## config.mk

```make
export PLATFORM = sky130hd
export DESIGN_NAME = systolic_array_result_drain
export DESIGN_NICKNAME = d
export VERILOG_FILES = /design/src/rtl/systolic_array_result_drain.sv
export SDC_FILE = /design/constraint.sdc
export NUM_CORES = 1
export LEC_CHECK = 0
export ABC_AREA = 1
export ABC_CLOCK_PERIOD_IN_PS = 3080
export BUFFER_PORTS_ARGS = -buffer_cell sky130_fd_sc_hd__buf_4
export CORE_ASPECT_RATIO = 2
export CORE_MARGIN = 2
export CORE_UTILIZATION = 50
export DETAILED_ROUTE_END_ITERATION = 12
export PLACE_DENSITY_LB_ADDON = 0.05
export REMOVE_ABC_BUFFERS = 1
export SKIP_LAST_GASP = 1
export SLEW_MARGIN = 40
export SYNTH_ARGS = -nofsm -noshare
export SYNTH_HDL_FRONTEND = slang
export SYNTH_SLANG_ARGS = --single-unit
```

## constraint.sdc

```tcl
create_clock -name clk -period 3.08 [get_ports clk]
set_input_delay 0.616 -clock clk [delete_from_list [all_inputs] [get_ports clk]]
set_output_delay 0.616 -clock clk [all_outputs]
set_load 0.02 [all_outputs]
```

## src/rtl/systolic_array_result_drain.sv

```systemverilog
// systolic_array_result_drain
// Snapshots the systolic controller's flat PE result bus on each rising edge of
// res_valid and streams the N*N entries out one per valid/ready handshake,
// sign-extended to OUT_W, so the controller can start the next job early.
//
// state | meaning
// ------+-------------------------------------------------------------
// IDLE  | nothing buffered; waiting for a res_valid rising edge
// DRAIN | buffer holds a result; presenting entry idx on the out port
module systolic_array_result_drain #(
    parameter int N     = 4,
    parameter int RES_W = 16,
    parameter int OUT_W = 32,
    localparam int NUM   = N * N,
    localparam int IDX_W = $clog2(NUM)
) (
    input  logic                   clk,
    input  logic                   rst_n,
    input  logic                   res_valid,
    input  logic [NUM*RES_W-1:0]   pe_results,
    output logic                   out_valid,
    input  logic                   out_ready,
    output logic [OUT_W-1:0]       out_data,
    output logic [IDX_W-1:0]       out_idx,
    output logic                   out_last,
    output logic                   busy,
    output logic                   done,
    output logic                   overrun,
    input  logic                   clr_overrun
);

    typedef enum logic {
        IDLE  = 1'b0,
        DRAIN = 1'b1
    } state_t;

    localparam logic [IDX_W-1:0] LAST_IDX = IDX_W'(NUM - 1);

    state_t             state_q;
    state_t             state_d;
    logic               res_valid_q;
    logic [RES_W-1:0]   buf_q [NUM];
    logic [IDX_W-1:0]   idx_q;
    logic               done_q;
    logic               overrun_q;

    logic               cap;
    logic               handshake;
    logic               hs_last;
    logic               capture_ok;

    assign cap        = res_valid & ~res_valid_q;
    assign handshake  = (state_q == DRAIN) & out_ready;
    assign hs_last    = handshake & (idx_q == LAST_IDX);
    // A new result is taken only when nothing is left to send after this edge.
    assign capture_ok = cap & ((state_q == IDLE) | hs_last);

    // State register.
    always_ff @(posedge clk or negedge rst_n) begin
        if (!rst_n) begin
            state_q <= IDLE;
        end else begin
            state_q <= state_d;
        end
    end

    // Next-state: a capture coinciding with the last handshake keeps us in DRAIN.
    always_comb begin
        state_d = state_q;
        case (state_q)
            IDLE: begin
                if (cap) begin
                    state_d = DRAIN;
                end
            end
            DRAIN: begin
                if (hs_last && !cap) begin
                    state_d = IDLE;
                end
            end
            default: state_d = IDLE;
        endcase
    end

    // Outputs: words are presented straight from the buffer while draining.
    always_comb begin
        out_valid = 1'b0;
        busy      = 1'b0;
        out_last  = 1'b0;
        out_idx   = '0;
        out_data  = '0;
        if (state_q == DRAIN) begin
            out_valid = 1'b1;
            busy      = 1'b1;
            out_last  = (idx_q == LAST_IDX);
            out_idx   = idx_q;
            out_data  = OUT_W'($signed(buf_q[idx_q]));
        end
    end

    // Edge detector history, registered every cycle.
    always_ff @(posedge clk or negedge rst_n) begin
        if (!rst_n) begin
            res_valid_q <= 1'b0;
        end else begin
            res_valid_q <= res_valid;
        end
    end

    // Result buffer: loaded only on an accepted capture, otherwise frozen.
    always_ff @(posedge clk or negedge rst_n) begin
        if (!rst_n) begin
            for (int k = 0; k < NUM; k++) begin
                buf_q[k] <= '0;
            end
        end else if (capture_ok) begin
            for (int k = 0; k < NUM; k++) begin
                buf_q[k] <= pe_results[k*RES_W +: RES_W];
            end
        end
    end

    // Read index: restart on capture, advance on each handshake.
    always_ff @(posedge clk or negedge rst_n) begin
        if (!rst_n) begin
            idx_q <= '0;
        end else if (capture_ok) begin
            idx_q <= '0;
        end else if (handshake) begin
            idx_q <= idx_q + IDX_W'(1);
        end
    end

    // Done pulse follows the last-word handshake by one cycle.
    always_ff @(posedge clk or negedge rst_n) begin
        if (!rst_n) begin
            done_q <= 1'b0;
        end else begin
            done_q <= hs_last;
        end
    end

    // Sticky overrun: a dropped result sets it, and setting beats clearing.
    always_ff @(posedge clk or negedge rst_n) begin
        if (!rst_n) begin
            overrun_q <= 1'b0;
        end else if (cap && (state_q == DRAIN) && !hs_last) begin
            overrun_q <= 1'b1;
        end else if (clr_overrun) begin
            overrun_q <= 1'b0;
        end
    end

    assign done    = done_q;
    assign overrun = overrun_q;

endmodule

```

-- After elaboration in Yosys (flattened, before gate mapping)
Cells that the tools add are included.
- register bits after elaboration: 264
- bits of input ports: 261
- output and inout port bits: 41
- word-level logic and storage cells: 53
- add/subtract/negate cells: 1
- magnitude comparators: 1
- eq/ne operators: 1
- multiplexer cells: 14
- bitwise logic cells: 8
- reductions and logical operators: 7
- operator list (operator ; number):
    $bmux W16 S4 ; 1
    $mux W16 ; 2
    $mux W32 ; 1
    $mux W4 ; 3
    $mux W1 ; 6
    $ge A5 B5 Y1 const B ; 1
    $not A4 Y5 ; 1
    $add A4 B1 Y4 const B ; 1
    $and A1 B1 Y1 ; 4
    $eq A4 B4 Y1 const B ; 1
    $reduce_bool A2 Y1 ; 2
    $logic_and A1 B1 Y1 ; 3
    $logic_not A1 Y1 ; 2
    $not A1 Y1 ; 2
    $pmux W1 S2 ; 1
    $or A1 B1 Y1 ; 1

-- Depth between registers and ports, before layout
Gate-level depths: netlist of the first run.
- depth in word-level cells: 6
- mapped depth: 11
- gate-level depth less buffers: 8

-- Worst setup path before layout of the first run
OpenSTA, ideal clock, no wires.
- path kind: register to output
- start: reg idx_q[0]
- end: out out_data[16]
- arrival time: 2363 ps
- path slack: 101 ps
- cell stages (with the launch flop): 12
- buffers on the path: 4
- cell sequence: dfrtp_1 -> buf_2 -> buf_2 -> buf_2 -> nand2_1 -> nand3_1 -> nand2_1 -> nand2_1 -> nand2_1 -> inv_1 -> a21oi_1 -> buf_4
- longest elaborated chain between the ends: 5
- ends and longest elaborated chain (what ; line ; text):
    from (decl) ; 43 ; logic [IDX_W-1:0] idx_q;
    from (signal assigned) ; 130 ; idx_q <= idx_q + IDX_W'(1);
    $not A4 Y5 (implied by the code) ; 97 ; out_data = OUT_W'($signed(buf_q[idx_q]));
    $bmux W16 S4 ; 97 ;
    $mux W16 (implied by the code) (2 in a row) ; 97 ;
    $mux W32 ; 92 ; if (state_q == DRAIN) begin
    to (decl) ; 23 ; output logic [OUT_W-1:0] out_data,
Every way passes these cells. The select of a mux whose other input is x is not followed.

-- Worst setup path in the final report of the first run
- start: reg idx_q[2]
- end: out out_data[1]
Same word-level chain as after synthesis.

==> flow_metrics.env, run 1 <==
export IMPL_status="completed"
export IMPL_synth_fa_ha_area_share_pct=0.09559
export IMPL_antenna_found_initial=2
export IMPL_grt_ovfl_total=0
export IMPL_wire_per_inst_um=15.38
export IMPL_total_power_uw=17660
export IMPL_synthFlopType="dfrtp_1"
export IMPL_grt_use_total_pct=26.27
export IMPL_fillCellCount=2451
export IMPL_grt_first_pass_wirelength_um=58000
export IMPL_io_pins=302
export IMPL_crit_type="reg2out"
export IMPL_synth_area_top_cells="dfrtp_1 50%, nand2_1 20%, inv_1 6.7%"
export IMPL_htreeDepth=1
export IMPL_synth_area_um2=13090
export IMPL_cp_endpoint="out_data[1]"
export IMPL_hpwl_um=25000
export IMPL_hold_violations=0
export IMPL_rr_worst_depth=11
export IMPL_utilization_pct=63.90
export IMPL_insertion_delay_ns=0.53
export IMPL_synth_xor_area_share_pct=0.1338
export IMPL_slew_headroom_pct=53.18
export IMPL_root_buffer="clkbuf_16"
export IMPL_drt_iter0_markers=879
export IMPL_clkTransAtPathRegs_ns=0.06
export IMPL_postSynthCellCount=1792
export IMPL_wl_um=36890
export IMPL_port_buffers=301
export IMPL_powerDensity_nw_per_um2=1073
export IMPL_stdcell_area_um2=16460
export IMPL_fin_skew_ns=0.02088
export IMPL_cp_arrival_ns=2.46
export IMPL_min_period_ns=3.075
export IMPL_viasPerCell=4.964
export IMPL_cp_data_required_time_ns=2.46
export IMPL_die_area_um2=27570
export IMPL_cts_hold_buf=0
export IMPL_grt_pass1_vias=11510
export IMPL_fin_crit_sh_pct=99.83
export IMPL_cts_tree="yes"
export IMPL_path_cells="buf_4, nand2_1, clkinvlp_4, buf_4, nand2_1, nand2_1, inv_1, a21oi_1, buf_4"
export IMPL_cpPeakStageDelay_ns=0.41
export IMPL_via_count=11900
export IMPL_die_height_um=232.8
export IMPL_maxCapViolations=0
export IMPL_row_count=83
export IMPL_drt_first_pass_iters=5
export IMPL_crit_slowest_cell="dfrtp_1"
export IMPL_startpoint_type="register"
export IMPL_ys_ff_latch=264
export IMPL_holdWs_ns=0.09526
export IMPL_drc_errors=0
export IMPL_grt_max_degree=149
export IMPL_yosys_area_share_simple_pct=28.36
export IMPL_synth_compound_gate_area_share_pct=8.651
export IMPL_yosysMostFrequentCell="nand2_1"
export IMPL_clock_path_buffers=3
export IMPL_synth_edf_count=0
export IMPL_tightest_slew_ns=0.7023
export IMPL_cts_sinks=264
export IMPL_max_clock_freq_mhz=325.2
export IMPL_rsz0062_at_grt="true"
export IMPL_critPathLaunch="idx_q[2]"
export IMPL_cp_max_fo=10
export IMPL_hold_path_class="in2async"
export IMPL_place_area_um2=15460
export IMPL_start_util_pct=50.82
export IMPL_fin_cells=2398
export IMPL_ys_warn_count=0
export IMPL_finalMaxSlewViolations=0
export IMPL_synth_top_family_by_area="simple AND/OR/NAND/NOR gates"
export IMPL_cts_buffers=25
export IMPL_netlist_area_leader_share_pct=50.47
export IMPL_gp_congestion=0.8656
export IMPL_reg2reg_to="buf_q[123]"
export IMPL_synth_area_mux_share_pct=0
export IMPL_nNetsFinal=2303
export IMPL_area_growth_pct=25.73
export IMPL_die_x_um=118.4
export IMPL_ant_nets=0
export IMPL_drive_gt1_share_pct=19.36
export IMPL_synth_cell_type_count=22
export IMPL_setup_violations_final=0
export IMPL_irDropWorstVdd_uv=684.5
export IMPL_power_leakage_uw=0.008663
export IMPL_dp_cells=2342
export IMPL_r2r_slack_ns=0.48
export IMPL_coreArea_um2=25750
export IMPL_synthTopCellsByCount="701 x nand2_1, 264 x dfrtp_1, 235 x inv_1"
export IMPL_ys_seq_area_share_pct=50.47
export IMPL_end_kind="primary output"
export IMPL_syn_area_per_cell_um2=7.304
export IMPL_rr_startpoint="idx_q[0]"
export IMPL_async_flop_share_pct=100.0
export IMPL_yosys_area_top_type="dfrtp_1"
==> per-layer routing <==
layer	global-route usage (%)	wire [um]	share of wire, %	vias to the layer above
li1	-	-	-	5910
met5	0	0	0	-
met4	12.65	1742	4.7	0
met3	2.696	1663	4.5	79
met2	45.18	18720	51	369
met1	33.10	14760	40	5546
==> cells in the final DEF, fill, tap and decap left out, drive strengths merged <==
| cell type | Yosys | layout |
|---|---|---|
| nor3 | 1 | 1 |
| o22ai | 1 | 1 |
| buf | 92 | 342 |
| nand3 | 129 | 129 |
| clkinvlp | 0 | 4 |
| ha | 1 | 1 |
| nor2 | 105 | 105 |
| clkinv | 1 | 5 |
| o21ai | 208 | 208 |
| xor2 | 2 | 2 |
| inv | 239 | 238 |
| bufinv | 0 | 2 |
| clkbuf | 31 | 36 |
| a21oi | 17 | 17 |
| diode | 0 | 2 |
| nand2 | 701 | 701 |
| dfrtp | 264 | 264 |
==> layout make-up <==
cell class | count | area, um2 | area share, %
clock buffer | 34 | 709.4 | 4.311
antenna | 2 | 5.005 | 0.03041
clock inverter | 8 | 95.09 | 0.5778
sequential | 264 | 6614 | 40.19
tap | 340 | 425.4 | 2.585
inverter | 240 | 910.9 | 5.535
multi-input combinational | 1165 | 4893 | 29.73
timing repair buffer | 344 | 2796 | 16.99
timing repair inverter | 1 | 7.507 | 0.04562
==> sequential cells by signal, summed over array words and instances, names as in the netlist <==
signal	count
buf_q	256
state_q	1
done	1
res_valid_q	1
idx_q	4
overrun	1
==> worst max-delay path, delay by kind of cell (launching register included) <==
family / cells / cell delay [ns]
buffers and inverters: 5 / 1.04
DFF: 1 / 0.41
and+or+nand+nor: 3 / 0.40
AOI/OAI and AO/OA: 1 / 0.09
==> power by group <==
group | switching [uW] | internal (uW) | total (uW) | leakage [uW]
registers | 549 | 5160 | 5710 | 0.00316
logic | 5510 | 3370 | 8870 | 0.00511
clock network | 1310 | 1770 | 3080 | 0.000393
==> per-stage QoR <==
| stage | setup TNS [ns] | setup slack (ns) |
|---|---|---|
| after floorplan | -1177.59 | -7.277 |
| after global placement | 0 | 0.5212 |
| after detailed placement | 0 | 0.4819 |
| after CTS | 0 | 0.002592 |
| after global routing | -0.9291 | -0.06355 |
| final | 0 | 0.005110 |
==> kinds of logic after synthesis <==
kind of cell,after synthesis
AND/OR/NAND/NOR,936
adder cells (fa/ha/maj),1
XOR/XNOR,2
flip-flops,264
AO/OA/AOI/OAI,226
buffers and inverters,363
==> how the worst min path moves through the flow <==
stage	from	to	slack [ns]	cells past startpoint
after global placement	buf_q[254]	buf_q[254]	0.45	2
after detailed placement	buf_q[185]	buf_q[185]	0.46	2
after floorplan	rst_n	buf_q[0]	0.32	0
final	rst_n	buf_q[15]	0.1	1
after global routing	rst_n	buf_q[3]	0.13	1
after CTS	rst_n	buf_q[31]	0.12	1
==> timing repair <==
item,CTS,global route
setup endpoints to repair,18,27
buffers inserted,4,4
gates resized for setup,2,15
pin swaps,0,1
gates cloned,0,5
No activity file was read; power rests on OpenSTA's default activity.
==> run 2, diff against run 1 <==
Settings changed: ABC_CLOCK_PERIOD_IN_PS 3080 to 3500.
Clock period 3.08 ns to 3.5 ns, I/O delays scaled along.
==> run 2 against run 1 <==
  * Routed wire length down 2.8%
  * Via count down 1.2%
  * Register-to-register slack better by 0.34 ns
  * Global-route usage down 0.28 points
  * Hold slack better by 0.024 ns
  * Clock-buffer cell count down 1
  * Critical path type unchanged
  * Critical endpoint is now out_data[25]
  * Largest cell class unchanged
==> flow_metrics.env, run 2 (same netlist as run 1, synthesis figures left out) <==
export IMPL_status="completed"
export IMPL_grt_use_total_pct=25.99
export IMPL_grt_pass1_vias=11630
export IMPL_switching_share_pct=41.31
export IMPL_cts_hold_buf=0
export IMPL_drt_iter0_markers=845
export IMPL_postCtsSetupRepairBufs=0
export IMPL_cts_tree="yes"
export IMPL_htreeDepth=1
export IMPL_fillCellCount=2491
export IMPL_clkTransAtPathRegs_ns=0.07
export IMPL_clock_path_buffers=3
export IMPL_port_buffers=301
export IMPL_slew_headroom_pct=48.77
export IMPL_min_period_ns=3.310
export IMPL_drc_errors=0
export IMPL_viasPerCell=4.934
export IMPL_powerDensity_nw_per_um2=943.8
export IMPL_drive_gt1_share_pct=18.61
export IMPL_setup_violations_final=0
export IMPL_grt_ovfl_total=0
export IMPL_grt_max_degree=137
export IMPL_insertion_delay_ns=0.54
export IMPL_total_power_uw=15410
export IMPL_hpwl_um=24390
export IMPL_power_leakage_uw=0.008604
export IMPL_nNetsFinal=2285
export IMPL_wire_per_inst_um=15.03
export IMPL_layout_commonest_cell="nand2_1"
export IMPL_hold_path_class="in2async"
export IMPL_die_x_um=118.4
export IMPL_p_sw_uw=6366
export IMPL_antenna_found_initial=3
export IMPL_clockPowerShare_pct=19.2
export IMPL_gp_congestion=0.8796
export IMPL_power_frac_comb_pct=48.0
export IMPL_area_growth_pct=24.76
export IMPL_tightest_slew_ns=0.7675
export IMPL_cts_resized=0
export IMPL_largest_reg_flops=256
export IMPL_cp_data_required_time_ns=2.80
export IMPL_die_area_um2=27570
export IMPL_hold_violations=0
export IMPL_startpoint_type="register"
export IMPL_rsz0062_at_grt="false"
export IMPL_drt_first_pass_iters=5
export IMPL_end_kind="primary output"
export IMPL_max_clock_freq_mhz=302.1
export IMPL_cp_max_fo=17
export IMPL_reg_largest_list="buf_q x256, idx_q x4"
export IMPL_root_buffer="clkbuf_16"
export IMPL_dp_cells=2335
export IMPL_tns_ns=0
export IMPL_via_count=11770
export IMPL_cts_sinks=264
export IMPL_fin_cells=2385
export IMPL_crit_type="reg2out"
export IMPL_utilization_pct=63.40
export IMPL_ant_nets=0
export IMPL_fin_skew_ns=0.01045
export IMPL_finalMaxSlewViolations=0
export IMPL_top_register="buf_q"
export IMPL_cp_arrival_ns=2.61
export IMPL_io_pins=302
export IMPL_start_util_pct=50.82
export IMPL_fin_crit_sh_pct=94.58
export IMPL_holdWs_ns=0.1191
export IMPL_maxCapViolations=0
export IMPL_die_height_um=232.8
export IMPL_irDropWorstVdd_uv=527.1
export IMPL_p_seq_share_pct=32.8
export IMPL_wl_um=35850
export IMPL_row_count=83
export IMPL_grt_first_pass_wirelength_um=57450
export IMPL_cts_buffers=25
export IMPL_coreArea_um2=25750
export IMPL_final_cell_mix="701 x nand2_1, 314 x buf_4, 262 x dfrtp_1, 234 x inv_1, 159 x o21ai_0"
export IMPL_power_internal_uw=9046
run 2: cell count changes in the layout (fill, tap and decap cells not counted), sizes merged, moves of 2 or more:
cell	change
buf	-16
bufinv	+3
clkbuf	-2
clkinvlp	-2
inv	+2
run 2: routing by layer:
metal / track usage (%) / part of all wire (%) / vias to the layer above
met5: 0 / 0 / -
met4: 12.54 / 4.5 / 0
met3: 2.598 / 4.5 / 79
met2: 45.30 / 50 / 335
met1: 32.27 / 41 / 5478
li1: - / - / 5875
run 2: layout make-up:
class / count / area, um2 / share of cell area (%)
clock inverter: 13 / 198.9 / 1.218
timing repair buffer: 327 / 2618 / 16.03
inverter: 240 / 903.4 / 5.532
multi-input combinational: 1165 / 4877 / 29.87
antenna: 3 / 7.507 / 0.04597
tap: 340 / 425.4 / 2.605
sequential: 264 / 6614 / 40.50
clock buffer: 33 / 685.7 / 4.199
run 2: final timing paths:
check	cells after the start	slack [ns]	startpoint	endpoint
worst min register to register	2	0.47	buf_q[220]	buf_q[220]
worst min-delay path	1	0.12	rst_n	buf_q[15]
max in group asynchronous	2	2.49	rst_n	buf_q[103]
worst max register to register	8	0.82	idx_q[0]	buf_q[236]
worst max-delay path	6	0.19	idx_q[2]	out_data[25]
min in group clk	1	0.28	res_valid	res_valid_q
run 2: power by group through the flow:
| stage | clock network (uW) | logic, uW | registers, uW |
|---|---|---|---|
| final | 2950 | 7400 | 5060 |
| after floorplan | 0 | 4330 | 5250 |
| after global placement | 0 | 7240 | 5090 |
| after global routing | 3120 | 8340 | 5210 |
| after detailed placement | 0 | 7350 | 5140 |
| after CTS | 3000 | 7400 | 5090 |
run 2: per-stage QoR:
step | instance area [um2] | setup WS [ns]
after global placement | 15410 | 0.7658
after detailed placement | 15410 | 0.6842
final | 16330 | 0.1898
after global routing | 16330 | 0.04333
after floorplan | 12380 | -6.941
after CTS | 16300 | 0.1412
run 2: worst max-delay path: stages, from the launching register on:
cell and delay, ns:
dfrtp_1 0.41, clkinv_1 0.61, nand3_1 0.30, nand3_1 0.13, a21oi_1 0.20, buf_4 0.24
buf_4 0.17
